File: src/rtl/trinity_link_rx_if.sv
// -----------------------------------------------------------------------------
// trinity_link_rx_if
// Bundles the two streaming sides of the Trinity link receiver:
//   - inbound link bytes from the neighbour tile (uii_link_in, link_vld)
//   - outbound payload stream toward the consumer
//     (rx_data, rx_op, rx_last, rx_valid, rx_ready)
// Modports:
//   slave  : the receiver itself (samples link bytes, presents payload)
//   master : the environment (drives link bytes, consumes payload)
// -----------------------------------------------------------------------------
interface trinity_link_rx_if;
   logic [7:0] uii_link_in;
   logic       link_vld;
   logic       rx_ready;
   logic [7:0] rx_data;
   logic [1:0] rx_op;
   logic       rx_last;
   logic       rx_valid;

   modport slave (
      input  uii_link_in, link_vld, rx_ready,
      output rx_data, rx_op, rx_last, rx_valid
   );

   modport master (
      output uii_link_in, link_vld, rx_ready,
      input  rx_data, rx_op, rx_last, rx_valid
   );
endinterface

File: src/rtl/trinity_link_rx.sv
// -----------------------------------------------------------------------------
// trinity_link_rx
// Receives framed bytes from a neighbour tile's broadcast bus, strips the
// header (and optional checksum), and queues payload bytes in a small FIFO
// tagged with the frame opcode and an end-of-frame marker.
//
// Frame: header {2'b10, op[1:0], len[3:0]} (len 1..15), len payload bytes,
//        then one checksum byte (XOR of header and payload) when enabled.
//
// Ports:
//   sys_clk    : single clock, rising edge
//   sys_rst_n  : asynchronous active-low reset
//   link       : trinity_link_rx_if.slave (link bytes in, payload stream out)
//   err_clr    : synchronous clear of err_cnt and ovf (wins over new errors)
//   busy       : FSM is inside a frame
//   ovf        : sticky, a payload byte was dropped on a full FIFO
//   err_cnt    : saturating count of header and checksum errors
//
// Parameter FIFO_DEPTH : payload FIFO entries, 2/4/8/16.
// Macro TRINITY_LINK_RX_CHKSUM_EN : when defined, frames carry a checksum
//   byte that is verified in a CHECK state; when undefined there is no
//   CHECK state and frames end after the last payload byte.
// -----------------------------------------------------------------------------
module trinity_link_rx #(
   parameter int FIFO_DEPTH = 8
) (
   input  logic                sys_clk,
   input  logic                sys_rst_n,
   trinity_link_rx_if.slave    link,
   input  logic                err_clr,
   output logic                busy,
   output logic                ovf,
   output logic [7:0]          err_cnt
);

   localparam int AW = $clog2(FIFO_DEPTH);
   localparam logic [AW:0] FULL_CNT = (AW+1)'(FIFO_DEPTH);

`ifdef TRINITY_LINK_RX_CHKSUM_EN
   typedef enum logic [1:0] {IDLE, PAYLOAD, CHECK} state_t;
`else
   typedef enum logic {IDLE, PAYLOAD} state_t;
`endif

   state_t      state_q, state_d;
   logic [1:0]  op_q, op_d;
   logic [3:0]  len_q, len_d;
   logic [3:0]  cnt_q, cnt_d;
   logic [7:0]  csum_q, csum_d;
   logic        push, push_last, hdr_err, csum_err;

   // FIFO entry layout: {op[1:0], last, data[7:0]}
   logic [10:0] mem [FIFO_DEPTH];
   logic [AW-1:0] wr_ptr, rd_ptr;
   logic [AW:0] count;
   logic        empty, full, pop, push_ok, drop;
   logic [10:0] head;

   // Frame parser state register; everything inside a frame is dropped
   // on reset so the next sampled byte is treated as a header.
   always_ff @(posedge sys_clk or negedge sys_rst_n) begin
      if (!sys_rst_n) begin
         state_q <= IDLE;
         op_q    <= 2'd0;
         len_q   <= 4'd0;
         cnt_q   <= 4'd0;
         csum_q  <= 8'd0;
      end else begin
         state_q <= state_d;
         op_q    <= op_d;
         len_q   <= len_d;
         cnt_q   <= cnt_d;
         csum_q  <= csum_d;
      end
   end

   // Next-state logic. Nothing advances unless link_vld qualifies the byte,
   // so idle gaps mid-frame are simply held. The running XOR is kept even
   // without the checksum stage; it is then just unused.
   always_comb begin
      state_d   = state_q;
      op_d      = op_q;
      len_d     = len_q;
      cnt_d     = cnt_q;
      csum_d    = csum_q;
      push      = 1'b0;
      push_last = 1'b0;
      hdr_err   = 1'b0;
      csum_err  = 1'b0;
      case (state_q)
         IDLE: begin
            if (link.link_vld) begin
               if (link.uii_link_in[7:6] == 2'b10 && link.uii_link_in[3:0] != 4'd0) begin
                  state_d = PAYLOAD;
                  op_d    = link.uii_link_in[5:4];
                  len_d   = link.uii_link_in[3:0];
                  cnt_d   = 4'd0;
                  csum_d  = link.uii_link_in;
               end else begin
                  hdr_err = 1'b1;
               end
            end
         end
         PAYLOAD: begin
            if (link.link_vld) begin
               push      = 1'b1;
               push_last = (cnt_q == len_q - 4'd1);
               cnt_d     = cnt_q + 4'd1;
               csum_d    = csum_q ^ link.uii_link_in;
               if (push_last) begin
`ifdef TRINITY_LINK_RX_CHKSUM_EN
                  state_d = CHECK;
`else
                  state_d = IDLE;
`endif
               end
            end
         end
`ifdef TRINITY_LINK_RX_CHKSUM_EN
         CHECK: begin
            if (link.link_vld) begin
               csum_err = (link.uii_link_in != csum_q);
               state_d  = IDLE;
            end
         end
`endif
         default: state_d = IDLE;
      endcase
   end

   assign busy = (state_q != IDLE);

   // A push into a full FIFO is only accepted when the head leaves on the
   // same edge, keeping occupancy constant.
   assign empty   = (count == '0);
   assign full    = (count == FULL_CNT);
   assign pop     = !empty && link.rx_ready;
   assign push_ok = push && (!full || pop);
   assign drop    = push && full && !pop;

   // FIFO storage is not reset; outputs are masked while empty instead.
   always_ff @(posedge sys_clk) begin
      if (push_ok) begin
         mem[wr_ptr] <= {op_q, push_last, link.uii_link_in};
      end
   end

   // FIFO pointers and occupancy.
   always_ff @(posedge sys_clk or negedge sys_rst_n) begin
      if (!sys_rst_n) begin
         wr_ptr <= '0;
         rd_ptr <= '0;
         count  <= '0;
      end else begin
         if (push_ok) wr_ptr <= wr_ptr + AW'(1);
         if (pop)     rd_ptr <= rd_ptr + AW'(1);
         case ({push_ok, pop})
            2'b10:   count <= count + (AW+1)'(1);
            2'b01:   count <= count - (AW+1)'(1);
            default: count <= count;
         endcase
      end
   end

   assign head          = mem[rd_ptr];
   assign link.rx_valid = !empty;
   assign link.rx_data  = empty ? 8'd0 : head[7:0];
   assign link.rx_last  = empty ? 1'b0 : head[8];
   assign link.rx_op    = empty ? 2'd0 : head[10:9];

   // Error bookkeeping: err_clr takes priority over any error on the same edge.
   always_ff @(posedge sys_clk or negedge sys_rst_n) begin
      if (!sys_rst_n) begin
         err_cnt <= 8'd0;
         ovf     <= 1'b0;
      end else if (err_clr) begin
         err_cnt <= 8'd0;
         ovf     <= 1'b0;
      end else begin
         if ((hdr_err || csum_err) && err_cnt != 8'hFF) err_cnt <= err_cnt + 8'd1;
         if (drop) ovf <= 1'b1;
      end
   end

endmodule

File: src/flat_wrapper.sv
// flat-port wrapper written by rule: the top's interface ports become plain ports
module trinity_link_rx_flat 
#(
   parameter int FIFO_DEPTH = 8
)
  (sys_clk, sys_rst_n, err_clr, busy, ovf, err_cnt, link_uii_link_in, link_link_vld, link_rx_ready, link_rx_data, link_rx_op, link_rx_last, link_rx_valid);
  trinity_link_rx_if link_i ();
  input  logic sys_clk;
  input  logic sys_rst_n;
  input  logic err_clr;
  output logic busy;
  output logic ovf;
  output logic [7:0] err_cnt;
  input wire logic [$bits(link_i.uii_link_in)-1:0] link_uii_link_in;
  input wire logic [$bits(link_i.link_vld)-1:0] link_link_vld;
  input wire logic [$bits(link_i.rx_ready)-1:0] link_rx_ready;
  output wire logic [$bits(link_i.rx_data)-1:0] link_rx_data;
  output wire logic [$bits(link_i.rx_op)-1:0] link_rx_op;
  output wire logic [$bits(link_i.rx_last)-1:0] link_rx_last;
  output wire logic [$bits(link_i.rx_valid)-1:0] link_rx_valid;
  assign link_i.uii_link_in = link_uii_link_in;
  assign link_i.link_vld = link_link_vld;
  assign link_i.rx_ready = link_rx_ready;
  assign link_rx_data = link_i.rx_data;
  assign link_rx_op = link_i.rx_op;
  assign link_rx_last = link_i.rx_last;
  assign link_rx_valid = link_i.rx_valid;
  trinity_link_rx #(.FIFO_DEPTH(FIFO_DEPTH)) u_core (.sys_clk(sys_clk), .sys_rst_n(sys_rst_n), .link(link_i), .err_clr(err_clr), .busy(busy), .ovf(ovf), .err_cnt(err_cnt));
endmodule
File: config.mk
export PLATFORM = sky130hd
export DESIGN_NAME = trinity_link_rx_flat
export DESIGN_NICKNAME = d
export VERILOG_FILES = /design/src/rtl/trinity_link_rx_if.sv /design/src/rtl/trinity_link_rx.sv /design/src/flat_wrapper.sv
export SDC_FILE = /design/constraint.sdc
export NUM_CORES = 1
export LEC_CHECK = 0
export ABC_AREA = 1
export CORE_MARGIN = 2
export CORE_UTILIZATION = 50
export CTS_CLUSTER_SIZE = 10
export DETAILED_ROUTE_END_ITERATION = 16
export GPL_TIMING_DRIVEN = 0
export MAX_ROUTING_LAYER = met4
export PLACE_DENSITY = 0.7
export SLEW_MARGIN = 20
export SYNTH_ARGS = -nofsm -noshare
export SYNTH_HDL_FRONTEND = slang
export SYNTH_SLANG_ARGS = --single-unit
File: constraint.sdc
create_clock -name sys_clk -period 4.4 [get_ports sys_clk]
set_clock_uncertainty 0.15 [all_clocks]
set_input_delay 0.88 -clock sys_clk [delete_from_list [all_inputs] [get_ports sys_clk]]
set_output_delay 0.88 -clock sys_clk [all_outputs]
set_load 0.1 [all_outputs]
Word-level counts from Yosys, hierarchy flattened:

Memories as Yosys holds them, arrays and structs flattened.
Index checks and enable logic that the tools add are counted.

* register bits: 30
* bits in latches: 0
* memory bits (writable): 88
* memory bits (read-only): 0
* bits of input ports: 13
* word-level logic and storage cells: 70
* memories kept: 1

Memory list
* u_core.mem: depth 8, width 11, rd ports 1, clocked after Yosys merged registers in 0, write ports 1, line trinity_link_rx.sv:53 `logic [10:0] mem [FIFO_DEPTH];`

* add/subtract/negate cells: 7
* multipliers: 0
* div/mod/pow operators: 0
* order comparisons: 0
* equal/unequal tests: 9
* shift-type cells: 0
* multiplexer cells: 26
* bitwise operators: 1
* reductions and logical operators: 17

Operators with widths (count)
* 2-to-1 mux 8 bit: 3
* 2-to-1 mux 1 bit: 16
* case mux 4 bit (2 select lines): 2
* 2-to-1 mux 4 bit: 3
* adder 4 x 1 -> 4 bit (second input constant): 2
* adder 8 x 1 -> 8 bit (second input constant): 1
* != test 8 bit (second input constant): 1
* subtractor 4 x 1 -> 4 bit (second input constant): 2
* adder 3 x 1 -> 3 bit (second input constant): 2
* logical AND 1 bit: 6
* AND reduction 3 bit: 2
* nonzero test 2 bit: 3
* equality test 2 bit (second input constant): 2
* equality test 4 bit: 1
* equality test 4 bit (second input constant): 1
* logical NOT 4 bit: 1
* != test 2 bit (second input constant): 2
* nonzero test 4 bit: 1
* logical NOT 1 bit: 3
* equality test 2 x 1 -> 1 bit (second input constant): 1
* 2-to-1 mux 2 bit: 1
* != test 2 x 1 -> 1 bit (second input constant): 1
* case mux 1 bit (2 select lines): 1
* logical OR 1 bit: 1
* NOT 1 bit: 1

Depth between registers and ports, before layout:

* depth after elaboration: 8
* gate-level depth with buffers: 13
* depth with buffers taken out: 13

Least setup slack after synthesis:

Ideal clock, no wire load.

* kind: flip-flop to output port
* start: register u_core.count[0]
* end: output port link_rx_data[0]
* arrival: 2.435 ns
* data required time: 3.370 ns
* path slack: 0.935 ns
* stages on the path, launching flop included: 6
* path buffers: 1
* cells stage by stage: dfrtp_1 > nor2_2 > nand3_2 > buf_2 > o21ai_1 > nor2_1

* word-level cells in the longest chain between the ends: 2

Ends and longest elaborated chain
* start, declared: line trinity_link_rx.sv:55 `logic [AW:0] count;`
* start signal, assigned: line trinity_link_rx.sv:158 `2'b10: count <= count + (AW+1)'(1);`
* start signal, assigned: line trinity_link_rx.sv:159 `2'b01: count <= count - (AW+1)'(1);`
* start signal, assigned: line trinity_link_rx.sv:160 `default: count <= count;`
* logical NOT 4 bit: line trinity_link_rx.sv:135 `assign empty = (count == '0);`
* 2-to-1 mux 8 bit: line trinity_link_rx.sv:167 `assign link.rx_data = empty ? 8'd0 : head[7:0];`
* end, declared: line flat_wrapper.sv:17 `output wire logic [$bits(link_i.rx_data)-1:0] link_rx_data;`

No other way between the ends.

Final worst setup path:

* start: register u_core.rd_ptr[0]
* end: output port link_rx_data[2]

* word-level cells in the longest chain between the ends: 2

Ends and longest elaborated chain
* start, declared: line trinity_link_rx.sv:54 `logic [AW-1:0] wr_ptr, rd_ptr;`
* start signal, assigned: line trinity_link_rx.sv:156 `if (pop) rd_ptr <= rd_ptr + AW'(1);`
* memory (8 x 11 bit)
* 2-to-1 mux 8 bit: line trinity_link_rx.sv:167

No other way between the ends.

==> impl_metrics.csv <==
group,metric,value,unit
sta,relative_slew_slack,26.6,%
outcome,result_of_the_run,"finished clean",
floorplan,core_area,10300,µm²
setup_path,cell_by_cell_listing_of_the_critical_path,"buf_6 -> inv_4 -> buf_4 -> nor2_1 -> o21ai_1 -> o21ai_1 -> nor2_1 -> clkdlybuf4s50_1",
synth,yosys_register_bits,118,
min_path,hold_path.class,"input pin to async pin",
drt,drt_iter0_markers,198,
drt,route.final.wire_length,11400,µm
clock_network,post-cts-setup-buffer-count,0,
drt,vias_per_cell,5.28,
synth,yosys-top-cells-area,"sky130_fd_sc_hd__edfxtp_1 (50%), sky130_fd_sc_hd__dfrtp_1 (14%), sky130_fd_sc_hd__nor2_1 (7.7%)",
place,hpwlAfterDp,7550,µm
grt,overflow,0,
final_layout,synthToLayoutAreaGrowth,20.3,%
setup_path,reg2reg_setup_slack,2.08,ns
clock_network,hold_buffer_count_at_cts,0,
setup_path,critical_path_peak_fanout,10,
final_layout,number_of_diodes_added_for_antenna_fixing,0,
synth,synth_area,5290,µm²
floorplan,die-area,11400,µm²
drt,drtAntennaViolNets,0,
place,place.port_buffers,33,
setup_path,cpMaxStageDelayCell,"sky130_fd_sc_hd__clkdlybuf4s50_1",
floorplan,initial_core_util,51.5,%
synth,synth_fp_nets,522,
final_layout,final_layout_size_suffix_gt1_share,12.9,%
synth,synthDominantAreaCellType,"sky130_fd_sc_hd__edfxtp_1",
sta,timing.final.setup_violations,0,
sta,grt_setup_unrepaired,"false",
grt,grt_max_degree,31,
setup_path,path_buf_inv,4,
drt,route.detailed.wl_per_inst,16.3,µm
synth,synth_cell_types,34,
floorplan,die-height,107,µm
sta,period_share,93.8,%
clock_network,ctsHtreeMaxLevel,4,
setup_path,timing.critical_path.max_delay_family,"buffers and inverters",
floorplan,floorplan.rows,37,
synth,yosysSeqAreaShare,64.2,%
setup_path,cp-start-kind,"flop",
sta,totalNegativeSetupSlack,0,ns
grt,first_global_vias,3661,
clock_network,cts_tree,"built",
grt,grt_first_pass_wirelength,18500,µm
synth,postSynth.asyncResetShare,25.4,%
setup_path,worst-endpoint-arrival,3.10,ns
sta,tightestPinTransition,1.10,ns
synth,edff_count_synth,88,
floorplan,die_w,107,µm
flow_run,cap_violations,0,
sta,finalHoldViolations,0,
floorplan,io_pins,35,
grt,combined_global_route_utilization_of_all_metal_layers,22.3,%
setup_path,crit_path_required_time,3.37,ns
synth,ys.warnings.count,0,
clock_network,numCtsBuffers,17,
sta,post-route-worst-setup-slack,0.273,ns
clock_network,cts_buffer_depth,2,
clock_network,clk_pin_slew,0.05,ns
synth,cell_with_the_most_instances_after_synthesis,"sky130_fd_sc_hd__nor2_1",
synth,post-synth-top-area-fraction,50.0,%
sta,timing.final.max_slew_violations,0,
drt,drt_pre_antenna_iters,4,
grt,antenna_found_initial,0,
final_layout,fin_area,6360,µm²
drt,detail_route.drc_violations,0,
synth,avgSynthCellArea,10.6,µm²
final_layout,layout.nets,574,
sta,final_period_minus_worst_setup_slack,4.13,ns
place,pre_cts_slack,0.817,ns
place,gp_congestion,0.885,
clock_network,clockRootBuffer,"sky130_fd_sc_hd__clkbuf_8",
clock_network,clk-insertion-delay-late,0.51,ns
synth,postSynthCellCount,501,
setup_path,worst_path_class_setup,"flop to output pin",
drt,num_vias,3706,
clock_network,post_cts_resize_count,0,
setup_path,critPathCaptureType,"output pin",
setup_path,critPathMaxStageDelay,1.16,ns
final_layout,n_fill_cell,822,
clock_network,number_of_sinks_handled_by_clock_tree_synthesis,118,
synth,synth_top_cells_by_count,"sky130_fd_sc_hd__nor2_1 (109), sky130_fd_sc_hd__edfxtp_1 (88), sky130_fd_sc_hd__nand2_1 (68), sky130_fd_sc_hd__o21ai_1 (58), sky130_fd_sc_hd__dfrtp_1 (30)",
place,postPlaceCellArea,5780,µm²
sta,timing.fmax,242,MHz
final_layout,finish.utilization,61.9,%
synth,synth_top_flop_cell,"sky130_fd_sc_hd__edfxtp_1",
==> stage by stage <==
stage	std cells	hold WS (ns)
floorplan	501	0.292
global placement	670	0.306
detailed placement	670	0.315
CTS	702	0.276
global route	702	0.303
finish	702	0.259
==> cells in the final DEF, fill, tap and decap left out, types with 4 or more instances in the layout <==
cell                              count
sky130_fd_sc_hd__nor2_1             109
sky130_fd_sc_hd__edfxtp_1            88
sky130_fd_sc_hd__nand2_1             68
sky130_fd_sc_hd__o21ai_1             58
sky130_fd_sc_hd__clkdlybuf4s50_1     32
sky130_fd_sc_hd__dfrtp_1             30
sky130_fd_sc_hd__o21ai_0             28
sky130_fd_sc_hd__inv_1               22
sky130_fd_sc_hd__clkbuf_16           16
sky130_fd_sc_hd__nand3_1             14
sky130_fd_sc_hd__buf_2                9
sky130_fd_sc_hd__xor2_1               9
sky130_fd_sc_hd__nor2_2               8
sky130_fd_sc_hd__ha_1                 8
sky130_fd_sc_hd__nand3_2              5
sky130_fd_sc_hd__buf_6                5
sky130_fd_sc_hd__nand4_1              5
sky130_fd_sc_hd__clkinvlp_4           5
sky130_fd_sc_hd__clkbuf_1             4
sky130_fd_sc_hd__buf_4                4
sky130_fd_sc_hd__nand2_2              4
sky130_fd_sc_hd__inv_2                4
sky130_fd_sc_hd__xnor2_1              4
sky130_fd_sc_hd__clkinv_1             4
==> cell type report <==
| cell class | count | area (µm²) | area share [%] |
|---|---|---|---|
| tap | 136 | 170 | 2.67 |
| inverter | 30 | 116 | 1.83 |
| clock inverter | 13 | 158 | 2.48 |
| multi-input combinational | 334 | 1650 | 25.9 |
| timing repair buffer | 33 | 325 | 5.11 |
| sequential | 118 | 3390 | 53.3 |
| buffer | 19 | 134 | 2.10 |
| clock buffer | 19 | 422 | 6.63 |
==> layer usage <==
layer / vias to the layer above / track usage (%) / part of all wire [%]
met2: 134 / 35.9 / 50
met5: - / - / 0
li1: 1800 / - / -
met3: 19 / 6.08 / 6.6
met4: 0 / 7.05 / 1.6
met1: 1753 / 27.6 / 42
==> path summary, 6_finish.rpt <==
kind | from | to | cells past startpoint
worst min-delay path | sys_rst_n | u_core.cnt_q[0] | 1
worst max register to register | u_core.busy | u_core.mem[3][5] | 6
max in group asynchronous | sys_rst_n | u_core.count[3] | 1
min in group sys_clk | u_core.count[3] | u_core.count[3] | 2
worst min register to register | u_core.count[3] | u_core.count[3] | 2
worst max-delay path | u_core.rd_ptr[0] | link_rx_data[2] | 8
==> state kept, by name, indices dropped and copies added, names as in the netlist <==
| name | cells |
|---|---|
| u_core.op_q | 2 |
| u_core.mem | 88 |
| u_core.wr_ptr | 3 |
| u_core.rd_ptr | 3 |
| u_core.len_q | 4 |
| u_core.ovf | 1 |
| u_core.cnt_q | 4 |
| u_core.count | 4 |
| u_core.busy | 1 |
| u_core.err_cnt | 8 |
==> logic make-up (layout without fill, tap and decap cells) <==
family	Yosys count	count (layout)	share of synthesized area, %
and+or+nand+nor	220	220	18.0
DFF	118	118	64.2
AOI/OAI and AO/OA	92	92	8.90
buffers and inverters	49	114	4.73
xor gates and xnor gates	13	13	2.15
adders and majority gates	8	8	1.89
muxes	1	1	0.189
Power is left out: the tool's default activity adds up to more than one toggle a clock period on the data nets, which glitch-free logic cannot reach.
